## src/rtl/mem_port_arbiter_if.sv

```systemverilog
// Bus bundle between the pipeline requesters, the arbiter and the memory.
//   Fetch side : i_req, i_addr  -> arbiter ; i_ack, i_rdata -> fetch
//   Data side  : d_req, d_we, d_addr, d_wdata -> arbiter ; d_ack, d_rdata -> data path
//   Memory side: mem_req, mem_we, mem_addr, mem_wdata -> memory ; mem_rdata, mem_ready -> arbiter
// Modport master is the arbiter's view (it masters the memory transaction);
// modport slave is the surrounding environment (requesters plus memory model).
interface mem_port_arbiter_if #(
  parameter int ADDR_W = 64,
  parameter int DATA_W = 64
);
  logic              i_req;
  logic [ADDR_W-1:0] i_addr;
  logic              i_ack;
  logic [DATA_W-1:0] i_rdata;

  logic              d_req;
  logic              d_we;
  logic [ADDR_W-1:0] d_addr;
  logic [DATA_W-1:0] d_wdata;
  logic              d_ack;
  logic [DATA_W-1:0] d_rdata;

  logic              mem_req;
  logic              mem_we;
  logic [ADDR_W-1:0] mem_addr;
  logic [DATA_W-1:0] mem_wdata;
  logic [DATA_W-1:0] mem_rdata;
  logic              mem_ready;

  modport master (
    input  i_req, i_addr, d_req, d_we, d_addr, d_wdata, mem_rdata, mem_ready,
    output i_ack, i_rdata, d_ack, d_rdata, mem_req, mem_we, mem_addr, mem_wdata
  );

  modport slave (
    output i_req, i_addr, d_req, d_we, d_addr, d_wdata, mem_rdata, mem_ready,
    input  i_ack, i_rdata, d_ack, d_rdata, mem_req, mem_we, mem_addr, mem_wdata
  );
endinterface

```

## src/rtl/mem_port_arbiter.sv

```systemverilog
// Shares one single-port memory between instruction fetch and the data path.
// One transaction at a time; data has priority, but after STARVE_MAX
// consecutive data grants with fetch waiting, fetch wins the next arbitration.
// Ports:
//   clk   - clock, all state on rising edge
//   reset - asynchronous active-high reset
//   bus   - mem_port_arbiter_if.master (fetch, data and memory handshakes)
//   busy  - high whenever the sequencer is not idle
module mem_port_arbiter #(
  parameter int ADDR_W     = 64,
  parameter int DATA_W     = 64,
  parameter int STARVE_MAX = 3
) (
  input  logic                clk,
  input  logic                reset,
  mem_port_arbiter_if.master  bus,
  output logic                busy
);
  localparam int CW = $clog2(STARVE_MAX + 1);
  localparam logic [CW-1:0] STARVE_LIM = CW'(STARVE_MAX);

  typedef enum logic [1:0] {IDLE, I_ACC, D_ACC, RESP} state_t;

  state_t            state, state_nx;
  logic              grant_i, grant_d, mem_done;
  logic              owner_d;
  logic              we_q;
  logic [ADDR_W-1:0] addr_q;
  logic [DATA_W-1:0] wdata_q;
  logic [DATA_W-1:0] i_rdata_q, d_rdata_q;
  logic [CW-1:0]     starve;

  always_ff @(posedge clk or posedge reset) begin
    if (reset) state <= IDLE;
    else       state <= state_nx;
  end

  always_comb begin
    state_nx = state;
    grant_i  = 1'b0;
    grant_d  = 1'b0;
    mem_done = 1'b0;
    case (state)
      IDLE: begin
        if (bus.d_req && !(bus.i_req && starve == STARVE_LIM)) begin
          grant_d  = 1'b1;
          state_nx = D_ACC;
        end else if (bus.i_req) begin
          grant_i  = 1'b1;
          state_nx = I_ACC;
        end
      end
      I_ACC, D_ACC: begin
        if (bus.mem_ready) begin
          mem_done = 1'b1;
          state_nx = RESP;
        end
      end
      RESP:    state_nx = IDLE;
      default: state_nx = IDLE;
    endcase
  end

  // Request fields are captured at grant so requesters may change or drop
  // their inputs while the access is in flight.
  always_ff @(posedge clk or posedge reset) begin
    if (reset) begin
      owner_d   <= 1'b0;
      we_q      <= 1'b0;
      addr_q    <= '0;
      wdata_q   <= '0;
      i_rdata_q <= '0;
      d_rdata_q <= '0;
      starve    <= '0;
    end else begin
      if (grant_d) begin
        owner_d <= 1'b1;
        we_q    <= bus.d_we;
        addr_q  <= bus.d_addr;
        wdata_q <= bus.d_wdata;
        if (!bus.i_req)              starve <= '0;
        else if (starve != STARVE_LIM) starve <= starve + 1'b1;
      end
      if (grant_i) begin
        owner_d <= 1'b0;
        we_q    <= 1'b0;
        addr_q  <= bus.i_addr;
        starve  <= '0;
      end
      if (mem_done) begin
        if (state == I_ACC)  i_rdata_q <= bus.mem_rdata;
        else if (!we_q)      d_rdata_q <= bus.mem_rdata;
      end
    end
  end

  // Handshake outputs decode from state so that reset removes them at once.
  assign bus.mem_req   = (state == I_ACC) || (state == D_ACC);
  assign bus.mem_we    = (state == D_ACC) && we_q;
  assign bus.mem_addr  = addr_q;
  assign bus.mem_wdata = wdata_q;
  assign bus.i_ack     = (state == RESP) && !owner_d;
  assign bus.d_ack     = (state == RESP) && owner_d;
  assign bus.i_rdata   = i_rdata_q;
  assign bus.d_rdata   = d_rdata_q;
  assign busy          = (state != IDLE);
endmodule

```

## src/flat_wrapper.sv

```systemverilog
// flat-port wrapper written by rule: the top's interface ports become plain ports
module mem_port_arbiter_flat 
#(
  parameter int ADDR_W     = 64,
  parameter int DATA_W     = 64,
  parameter int STARVE_MAX = 3
)
  (clk, reset, busy, bus_i_req, bus_i_addr, bus_d_req, bus_d_we, bus_d_addr, bus_d_wdata, bus_mem_rdata, bus_mem_ready, bus_i_ack, bus_i_rdata, bus_d_ack, bus_d_rdata, bus_mem_req, bus_mem_we, bus_mem_addr, bus_mem_wdata);
  mem_port_arbiter_if #(.ADDR_W(ADDR_W), .DATA_W(DATA_W)) bus_i ();
  input  logic clk;
  input  logic reset;
  output logic busy;
  input wire logic [$bits(bus_i.i_req)-1:0] bus_i_req;
  input wire logic [$bits(bus_i.i_addr)-1:0] bus_i_addr;
  input wire logic [$bits(bus_i.d_req)-1:0] bus_d_req;
  input wire logic [$bits(bus_i.d_we)-1:0] bus_d_we;
  input wire logic [$bits(bus_i.d_addr)-1:0] bus_d_addr;
  input wire logic [$bits(bus_i.d_wdata)-1:0] bus_d_wdata;
  input wire logic [$bits(bus_i.mem_rdata)-1:0] bus_mem_rdata;
  input wire logic [$bits(bus_i.mem_ready)-1:0] bus_mem_ready;
  output wire logic [$bits(bus_i.i_ack)-1:0] bus_i_ack;
  output wire logic [$bits(bus_i.i_rdata)-1:0] bus_i_rdata;
  output wire logic [$bits(bus_i.d_ack)-1:0] bus_d_ack;
  output wire logic [$bits(bus_i.d_rdata)-1:0] bus_d_rdata;
  output wire logic [$bits(bus_i.mem_req)-1:0] bus_mem_req;
  output wire logic [$bits(bus_i.mem_we)-1:0] bus_mem_we;
  output wire logic [$bits(bus_i.mem_addr)-1:0] bus_mem_addr;
  output wire logic [$bits(bus_i.mem_wdata)-1:0] bus_mem_wdata;
  assign bus_i.i_req = bus_i_req;
  assign bus_i.i_addr = bus_i_addr;
  assign bus_i.d_req = bus_d_req;
  assign bus_i.d_we = bus_d_we;
  assign bus_i.d_addr = bus_d_addr;
  assign bus_i.d_wdata = bus_d_wdata;
  assign bus_i.mem_rdata = bus_mem_rdata;
  assign bus_i.mem_ready = bus_mem_ready;
  assign bus_i_ack = bus_i.i_ack;
  assign bus_i_rdata = bus_i.i_rdata;
  assign bus_d_ack = bus_i.d_ack;
  assign bus_d_rdata = bus_i.d_rdata;
  assign bus_mem_req = bus_i.mem_req;
  assign bus_mem_we = bus_i.mem_we;
  assign bus_mem_addr = bus_i.mem_addr;
  assign bus_mem_wdata = bus_i.mem_wdata;
  mem_port_arbiter #(.ADDR_W(ADDR_W), .DATA_W(DATA_W), .STARVE_MAX(STARVE_MAX)) u_core (.clk(clk), .reset(reset), .bus(bus_i), .busy(busy));
endmodule
```

## config.mk

```make
export PLATFORM = sky130hd
export DESIGN_NAME = mem_port_arbiter_flat
export DESIGN_NICKNAME = d
export VERILOG_FILES = /design/src/rtl/mem_port_arbiter_if.sv /design/src/rtl/mem_port_arbiter.sv /design/src/flat_wrapper.sv
export SDC_FILE = /design/constraint.sdc
export NUM_CORES = 1
export LEC_CHECK = 0
export BUFFER_PORTS_ARGS = -buffer_cell sky130_fd_sc_hd__buf_2
export CELL_PAD_IN_SITES_DETAIL_PLACEMENT = 2
export CELL_PAD_IN_SITES_GLOBAL_PLACEMENT = 2
export CORE_AREA = 2 2 202 204
export CTS_CLUSTER_SIZE = 8
export DETAILED_ROUTE_END_ITERATION = 7
export DIE_AREA = 0 0 204 206
export PLACE_DENSITY = 0.76
export SLEW_MARGIN = 10
export SYNTH_ARGS = -nofsm -noshare
export SYNTH_HDL_FRONTEND = slang
export SYNTH_SLANG_ARGS = --single-unit
```

## constraint.sdc

```tcl
create_clock -name clk -period 20.4 [get_ports clk]
set_input_delay 2.04 -clock clk [delete_from_list [all_inputs] [get_ports clk]]
set_output_delay 2.04 -clock clk [all_outputs]
set_load 0.005 [all_outputs]
```

==> impl_metrics.py, run 1 <==
metrics = {
    "outcome": {
        "status": "completed",
    },
    "yosys": {
        "synth-edff-count": 0,
        "syn_nets": 1077,
        "yosysWarnings": 0,
        "netlist_area_um2": 10800,
        "ys_types": 26,
        "synth_seq_area_share": 0.605,
        "synth_ff_type": "dfrtp_1",
        "synth-seq-cells": 262,
        "syn_inst": 809,
        "ys_async_sr_fraction": 1.00,
        "avgSynthCellArea_um2": 13.4,
    },
    "power_and_ir_drop": {
        "finalPower_mw": 2.41,
        "p_seq_frac": 0.389,
        "p_comb_frac": 0.377,
        "switching_share": 0.340,
        "power.share.clock": 0.234,
        "p_switching_mw": 0.819,
        "internal_power_mw": 1.59,
        "vdd_drop_max_mv": 0.0703,
        "p_per_area_nw_per_um2": 162,
        "p_leak_nw": 6.95,
    },
    "global_routing": {
        "grtUsageTotal": 0.180,
        "grt_overflow": 0,
        "grt_pass1_vias": 9499,
        "grt_pass1_wl_um": 57600,
        "antenna_found_initial": 10,
        "grt_max_degree": 129,
    },
    "timing": {
        "finalSetupViolations": 0,
        "finalMaxSlewViolations": 0,
        "period_share": 0.183,
        "setup_ws_ns": 16.67,
        "slew_headroom": 0.274,
        "finalClockSkew_ns": 0.00798,
        "hold_viol_final": 0,
        "finalSetupTns_ns": 0,
        "fmax_mhz": 268,
        "grt_setup_unrepaired": "no",
        "whs_ns": 0.489,
        "worstMarginPinSlew_ns": 1.09,
        "period_minus_slack_ns": 3.73,
    },
    "critical_path": {
        "cp-start-kind": "register",
        "critPathCaptureType": "output port",
        "worstPathRequired_ns": 18.36,
        "arrival_ns": 1.69,
        "crit_fanout": 6,
        "timing_worst_setup_path_type": "register to output port",
    },
    "detailed_routing": {
        "drc": 0,
        "dr.pass1.iters": 4,
        "ant_nets": 0,
        "wl_met3_um": 3130,
        "vias": 8651,
        "top_layer_used": "met5",
        "wirelength_um": 38900,
        "drtIter0Drc": 202,
        "wl_met1_um": 14100,
        "avgViaCountPerCell": 4.65,
        "wl_per_cell_um": 20.9,
        "met2_length_um": 20300,
    },
    "placed_design": {
        "port_buffers": 522,
        "dpl.hpwl_um": 27600,
        "dpl.cell_count": 1810,
        "pre_cts_ws_ns": 16.40,
        "dpl_cell_area_um2": 13900,
        "place_congestion": 0.773,
    },
    "clock_tree": {
        "clock_sinks": 262,
        "clock_path_buffers": 3,
        "cts_hold_buf": 0,
        "numCtsBuffers": 38,
        "post_cts_buffers": 0,
        "cts_max_level": 2,
        "post_cts_resized": 0,
        "clock_latency_ns": 0.53,
        "root_buffer": "clkbuf_16",
        "cts_tree": "done",
        "clk_pin_slew_worst_paths_ns": 0.05,
    },
    "worst_hold_path": {
        "hold_class": "register to register",
    },
    "final_layout": {
        "final_cell_mix": "522 x buf_2, 262 x dfrtp_1, 180 x mux2_2",
        "fin_area_um2": 14900,
        "area_delta_synth_final_pct": 37.7,
        "final_common_cell": "buf_2",
        "drive_gt1_frac": 0.580,
        "fin_util": 0.371,
        "fin_nets": 1586,
        "finalNonFillerCells": 1860,
        "fill_cells": 4328,
    },
    "floorplan": {
        "die_y_um": 206,
        "dieArea_um2": 42000,
        "die_w_um": 204,
        "coreArea_um2": 40200,
        "rows": 74,
        "ios": 523,
        "start_util": 0.270,
    },
    "job": {
        "cap_violations": 0,
    },
}
final timing paths:
kind                       cells past startpoint  slack [ns]                   start                        to
setup / recovery                               4       16.67         u_core.state[0]                      busy
hold / removal                                 1        0.49  u_core.bus.d_rdata[56]    u_core.bus.d_rdata[56]
setup reg to reg                               6       17.89         u_core.state[0]   u_core.bus.mem_addr[44]
hold reg to reg                                1        0.49  u_core.bus.d_rdata[56]    u_core.bus.d_rdata[56]
max in group asynchronous                      3       17.03                   reset    u_core.bus.d_rdata[27]
min in group asynchronous                      2        1.67                   reset  u_core.bus.mem_wdata[57]
sequential cells by signal (all words and copies together), names as in the netlist:
register / flops
u_core.owner_d: 1
u_core.bus.i_rdata: 64
u_core.bus.mem_addr: 64
u_core.starve: 2
u_core.state: 2
u_core.bus.d_rdata: 64
u_core.bus.mem_wdata: 64
u_core.we_q: 1
final cells by class:
| cell class | count | area, um2 | share of cell area |
|---|---|---|---|
| timing repair buffer | 530 | 2670 | 0.179 |
| multi-input combinational | 481 | 3960 | 0.266 |
| sequential | 262 | 6560 | 0.440 |
| tap | 532 | 666 | 0.0446 |
| antenna | 7 | 17.5 | 0.00117 |
| inverter | 5 | 26.3 | 0.00176 |
| clock inverter | 2 | 32.5 | 0.00218 |
| clock buffer | 41 | 983 | 0.0659 |
cell families (layout without fill, tap and decap cells):
logic type | after synthesis | after routing | synth area share
adders and majority gates | 6 | 6 | 0.00693
other | 0 | 7 | 0
DFF | 262 | 262 | 0.605
buffers and inverters | 66 | 578 | 0.0311
muxes | 194 | 194 | 0.202
AOI/OAI and AO/OA | 136 | 136 | 0.0720
and+or+nand+nor | 145 | 145 | 0.0831
power by group through the flow:
stage / clock (mW) / sequential [mW] / combinational (mW)
global route: 0.606 / 0.972 / 1.00
detailed placement: 0 / 0.938 / 0.918
CTS: 0.585 / 0.942 / 0.932
finish: 0.565 / 0.937 / 0.910
floorplan: 0 / 0.945 / 0.453
global placement: 0 / 0.915 / 0.883
per-layer routing:
| layer | vias up | global-route usage |
|---|---|---|
| li1 | 3911 | - |
| met1 | 4288 | 0.192 |
| met2 | 366 | 0.327 |
| met3 | 80 | 0.0585 |
| met4 | 6 | 0.0761 |
| met5 | - | 0 |
critical path, stage by stage, from the launching register on:
cell	delay (ns)
dfrtp_1	0.41
inv_1	0.13
ha_1	0.34
inv_1	0.12
buf_2	0.17
synth_stat cells, drive strengths merged, types with 2 or more instances:
library cell | count | share of area
nand2 | 7 | 0.0027
mux2 | 193 | 0.20
or3b | 64 | 0.052
ha | 6 | 0.0069
nor2b | 3 | 0.0017
a31oi | 66 | 0.038
o21ai | 66 | 0.030
inv | 5 | 0.0017
nor2 | 65 | 0.023
and2 | 2 | 0.0012
clkbuf | 35 | 0.012
buf | 26 | 0.017
dfrtp | 262 | 0.61
No activity file was read; power rests on OpenSTA's default activity.
==> run 2: changes to the inputs <==
--- a/config.mk
+++ b/config.mk
@@ -8,10 +8,11 @@
 export BUFFER_PORTS_ARGS = -buffer_cell sky130_fd_sc_hd__buf_2
 export CELL_PAD_IN_SITES_DETAIL_PLACEMENT = 2
 export CELL_PAD_IN_SITES_GLOBAL_PLACEMENT = 2
-export CORE_AREA = 2 2 202 204
+export CORE_ASPECT_RATIO = 1.25
+export CORE_MARGIN = 2
+export CORE_UTILIZATION = 26
 export CTS_CLUSTER_SIZE = 8
 export DETAILED_ROUTE_END_ITERATION = 7
-export DIE_AREA = 0 0 204 206
 export PLACE_DENSITY = 0.76
 export SLEW_MARGIN = 10
 export SYNTH_ARGS = -nofsm -noshare
==> constraint.sdc (replaced) <==
create_clock -name clk -period 3.3 [get_ports clk]
set_input_delay 0.33 -clock clk [delete_from_list [all_inputs] [get_ports clk]]
set_output_delay 0.33 -clock clk [all_outputs]
set_load 0.005 [all_outputs]
==> impl_metrics.py, run 2 (same netlist as run 1, synthesis figures left out) <==
metrics = {
    "power_and_ir_drop": {
        "p_comb_frac": 0.383,
        "vdd_drop_max_mv": 0.306,
        "power.share.clock": 0.231,
        "internal_power_mw": 9.94,
        "p_leak_nw": 7.06,
        "p_per_area_nw_per_um2": 992,
        "p_switching_mw": 5.09,
        "p_seq_frac": 0.386,
        "switching_share": 0.339,
    },
    "final_layout": {
        "seq_area_um2": 6560,
        "area_delta_synth_final_pct": 39.9,
        "final_common_cell": "buf_2",
        "fin_nets": 1602,
        "fill_cells": 4469,
        "fin_util": 0.369,
        "multi_input_area_um2": 3970,
        "final_cell_mix": "522 x buf_2, 262 x dfrtp_1, 180 x mux2_2",
        "drive_gt1_frac": 0.584,
    },
    "clock_tree": {
        "clk_pin_slew_worst_paths_ns": 0.05,
        "clock_latency_ns": 0.52,
        "post_cts_resized": 0,
        "cts_tree": "done",
        "numCtsBuffers": 38,
        "clock_path_buffers": 3,
        "post_cts_buffers": 0,
        "cts_max_level": 2,
        "clock_sinks": 262,
        "root_buffer": "clkbuf_16",
        "cts_hold_buf": 1,
    },
    "global_routing": {
        "antenna_found_initial": 7,
        "grtUsageTotal": 0.182,
        "grt_pass1_vias": 10123,
        "grt_pass1_wl_um": 61300,
        "grt_overflow": 0,
        "grt_max_degree": 103,
    },
    "detailed_routing": {
        "ant_nets": 0,
        "drtIter0Drc": 129,
        "vias": 8759,
        "dr.pass1.iters": 4,
        "avgViaCountPerCell": 4.63,
        "wl_per_cell_um": 21.0,
        "wirelength_um": 39700,
        "drc": 0,
    },
    "floorplan": {
        "die_y_um": 232,
        "coreArea_um2": 41100,
        "start_util": 0.263,
        "rows": 83,
        "dieArea_um2": 43300,
        "ios": 523,
        "die_w_um": 187,
    },
    "timing": {
        "period_share": 0.762,
        "period_minus_slack_ns": 2.51,
        "finalClockSkew_ns": 0.0100,
        "finalMaxSlewViolations": 0,
        "worstMarginPinSlew_ns": 0.914,
        "grt_setup_unrepaired": "no",
        "fmax_mhz": 398,
        "whs_ns": 0.0385,
        "finalSetupViolations": 0,
        "hold_viol_final": 0,
        "slew_headroom": 0.390,
    },
    "placed_design": {
        "dpl.hpwl_um": 29600,
        "port_buffers": 522,
        "place_congestion": 0.805,
    },
    "critical_path": {
        "crit_fanout": 102,
        "critPathCaptureType": "register",
        "timing_worst_setup_path_type": "register to register",
        "critPathSlowestCell": "nand2_4",
        "worstPathRequired_ns": 3.74,
        "crit_family": "simple AND/OR/NAND/NOR gates",
        "slowest_delay_ns": 0.52,
        "path_cells": "inv_1, ha_1, nand2_4, buf_4, or3b_1, a31oi_1",
        "critPathBufInv": 2,
        "regToRegSetupSlack_ns": 0.79,
        "cp-start-kind": "register",
        "arrival_ns": 2.95,
    },
    "outcome": {
        "status": "completed",
    },
    "worst_hold_path": {
        "hold_class": "input pin to register",
    },
    "job": {
        "cap_violations": 0,
    },
}
## run 2: metal layers
metal	global-route usage	part of all wire	wire, um
met1	0.184	0.35	13700
met2	0.348	0.54	21500
met3	0.0546	0.074	2940
met4	0.0739	0.037	1460
met5	0	0.00091	36
## run 2: path summary, 6_finish.rpt
| check | start | to | depth (start not counted) |
|---|---|---|---|
| worst min register to register | u_core.bus.d_rdata[12] | u_core.bus.d_rdata[12] | 1 |
| min in group asynchronous | reset | u_core.owner_d | 3 |
| worst min-delay path | bus_d_wdata[29] | u_core.bus.mem_wdata[29] | 2 |
| worst max register to register | u_core.state[1] | u_core.bus.mem_addr[36] | 6 |
| worst max-delay path | u_core.state[1] | u_core.bus.mem_addr[36] | 6 |
| max in group asynchronous | reset | u_core.bus.mem_wdata[62] | 4 |
## run 2: cell type report
| class | instances | share of cell area |
|---|---|---|
| clock buffers | 41 | 0.0649 |
| diodes | 4 | 0.000660 |
| clock inverters | 2 | 0.00215 |
| inverters | 5 | 0.00149 |
| well taps | 552 | 0.0456 |
| flip-flops and latches | 262 | 0.433 |
| repair buffers | 546 | 0.191 |
| multi-input cells | 481 | 0.262 |
## run 2: worst register-to-register path, delay by kind of cell (launching register included)
family | cells | cell delay (ns)
AOI/OAI and AO/OA | 1 | 0.17
and+or+nand+nor | 2 | 0.89
DFF | 1 | 0.40
adders and majority gates | 1 | 0.38
buffers and inverters | 2 | 0.59
## run 2: power by group through the flow
| stage | logic (mW) | registers, mW | clock network (mW) |
|---|---|---|---|
| after floorplan | 2.80 | 5.84 | 0 |
| after global placement | 5.56 | 5.68 | 0 |
| after detailed placement | 5.84 | 5.83 | 0 |
| after CTS | 5.90 | 5.83 | 3.61 |
| after global routing | 6.33 | 6.04 | 3.70 |
| final | 5.75 | 5.80 | 3.47 |
## run 2: metrics by stage
| stage | instances | setup slack, ns | area (um2) | total power [mW] | TNS, ns |
|---|---|---|---|---|---|
| 5_1_grt | 1893 | 0.523 | 15200 | 16.1 | 0 |
| 6_report | 1893 | 0.786 | 15200 | 15.0 | 0 |
| 4_1_cts | 1889 | 0.768 | 15100 | 15.3 | 0 |
| 3_3_place_gp | 1845 | 0.953 | 14100 | 11.2 | 0 |
| 3_5_place_dp | 1845 | 0.796 | 14100 | 11.7 | 0 |
| 2_1_floorplan | 809 | -0.486 | 10800 | 8.64 | -127.21 |
==> run 3: changes to the inputs <==
==> constraint.sdc (replaced) <==
create_clock -name clk -period 2.3 [get_ports clk]
set_input_delay 0.23 -clock clk [delete_from_list [all_inputs] [get_ports clk]]
set_output_delay 0.23 -clock clk [all_outputs]
set_load 0.005 [all_outputs]
==> impl_metrics.py, run 3 (same netlist as run 1, synthesis figures left out) <==
metrics = {
    "outcome": {
        "status": "completed",
    },
    "detailed_routing": {
        "ant_nets": 0,
        "avgViaCountPerCell": 4.69,
        "dr.pass1.iters": 4,
        "wl_per_cell_um": 24.3,
        "drtIter0Drc": 282,
        "wirelength_um": 50600,
        "drc": 0,
        "vias": 9786,
    },
    "critical_path": {
        "arrival_ns": 2.51,
        "critPathSlowestCell": "dfrtp_1",
        "worstPathRequired_ns": 2.69,
        "path_cells": "inv_1, ha_2, nand2_1, nor3_4, buf_12, mux2_2",
        "timing_worst_setup_path_type": "register to register",
        "crit_fanout": 64,
        "slowest_delay_ns": 0.43,
        "critPathBufInv": 2,
        "crit_family": "buffers and inverters",
        "cp-start-kind": "register",
        "critPathCaptureType": "register",
    },
    "placed_design": {
        "dpl_cell_area_um2": 14200,
        "place_congestion": 0.804,
        "dpl.hpwl_um": 29800,
        "pre_cts_ws_ns": 0.163,
        "dpl.cell_count": 1848,
        "port_buffers": 522,
    },
    "floorplan": {
        "rows": 83,
        "die_y_um": 232,
        "ios": 523,
        "dieArea_um2": 43300,
        "start_util": 0.263,
        "die_w_um": 187,
        "coreArea_um2": 41100,
    },
    "power_and_ir_drop": {
        "p_leak_nw": 7.84,
        "p_switching_mw": 8.33,
        "switching_share": 0.364,
        "p_seq_frac": 0.378,
        "p_comb_frac": 0.397,
        "power.share.clock": 0.225,
        "vdd_drop_max_mv": 0.509,
        "internal_power_mw": 14.5,
        "p_per_area_nw_per_um2": 1340,
    },
    "timing": {
        "period_minus_slack_ns": 2.11,
        "finalSetupTns_ns": 0,
        "finalMaxSlewViolations": 0,
        "worstMarginPinSlew_ns": 0.510,
        "period_share": 0.919,
        "finalClockSkew_ns": 0.0111,
        "slew_headroom": 0.657,
        "hold_viol_final": 0,
        "fmax_mhz": 473,
        "grt_setup_unrepaired": "no",
        "setup_ws_ns": 0.187,
        "finalSetupViolations": 0,
    },
    "final_layout": {
        "final_common_cell": "buf_2",
        "drive_gt1_frac": 0.516,
        "fin_util": 0.414,
        "fin_nets": 1787,
        "area_delta_synth_final_pct": 57.3,
        "final_cell_mix": "522 x buf_2, 262 x dfrtp_1, 183 x dlygate4sd3_1",
        "finalNonFillerCells": 2086,
        "fin_area_um2": 17000,
    },
    "clock_tree": {
        "clk_pin_slew_worst_paths_ns": 0.05,
        "clock_path_buffers": 3,
        "clock_latency_ns": 0.52,
        "root_buffer": "clkbuf_16",
        "cts_max_level": 2,
        "numCtsBuffers": 38,
        "cts_tree": "done",
        "clock_sinks": 262,
    },
    "global_routing": {
        "grtUsageTotal": 0.230,
        "antenna_found_initial": 14,
        "grt_overflow": 0,
        "grt_max_degree": 99,
        "grt_pass1_wl_um": 75700,
        "grt_pass1_vias": 11734,
    },
    "job": {
        "cap_violations": 0,
    },
    "worst_hold_path": {
        "hold_class": "input pin to register",
    },
}
[run 3: cell types whose count changed in the layout (fill, tap and decap cells not counted)]
cell,previous run,this run
ha_1,6,5
ha_2,0,1
buf_4,15,17
buf_12,8,9
diode_2,4,12
dlygate4sd3_1,1,183
[run 3: stage by stage]
stage / total power [mW] / hold slack, ns
floorplan: 12.4 / 0.365
global placement: 16.2 / 0.284
detailed placement: 16.8 / 0.286
CTS: 22.3 / 0.00339
global route: 24.1 / 0.00733
finish: 22.9 / 0.0269
[run 3: power by group through the flow]
stage | clock network, mW | registers [mW] | logic (mW)
6_report | 5.15 | 8.64 | 9.09
5_1_grt | 5.42 | 8.88 | 9.79
4_1_cts | 5.19 | 8.38 | 8.77
3_5_place_dp | 0 | 8.38 | 8.41
3_3_place_gp | 0 | 8.17 | 8.03
2_1_floorplan | 0 | 8.38 | 4.02
[run 3: area by class of cell]
type | count | area (um2)
diodes | 12 | 30.0
clock buffers | 41 | 983
clock inverters | 2 | 32.5
fillers | 4319 | 24100
inverters | 5 | 22.5
multi-input cells | 481 | 3970
flip-flops and latches | 262 | 6560
well taps | 552 | 691
repair buffers | 731 | 4750
[run 3: timing repair]
item / CTS / global route
buffers inserted: 0 / 0
setup endpoints to repair: 0 / 1
hold buffers: 183 / 0
gates resized for setup: 0 / 1
hold endpoints to repair: 248 / 0
[run 3: final timing paths]
path,from,to,depth (start not counted),slack (ns)
max in group asynchronous,reset,u_core.bus.i_rdata[22],4,1.18
setup / recovery,u_core.state[0],u_core.bus.d_rdata[7],6,0.19
hold / removal,bus_mem_rdata[10],u_core.bus.d_rdata[10],2,0.03
min in group asynchronous,reset,u_core.starve[0],3,0.31
setup reg to reg,u_core.state[0],u_core.bus.d_rdata[7],6,0.19
hold reg to reg,u_core.starve[1],u_core.starve[1],1,0.50
[run 3: per-layer routing]
metal	vias to the layer above	share of wire	GRT usage
li1	4314	-	-
met1	4877	0.34	0.226
met2	453	0.54	0.434
met3	138	0.065	0.0629
met4	4	0.054	0.129
met5	-	0.00047	0
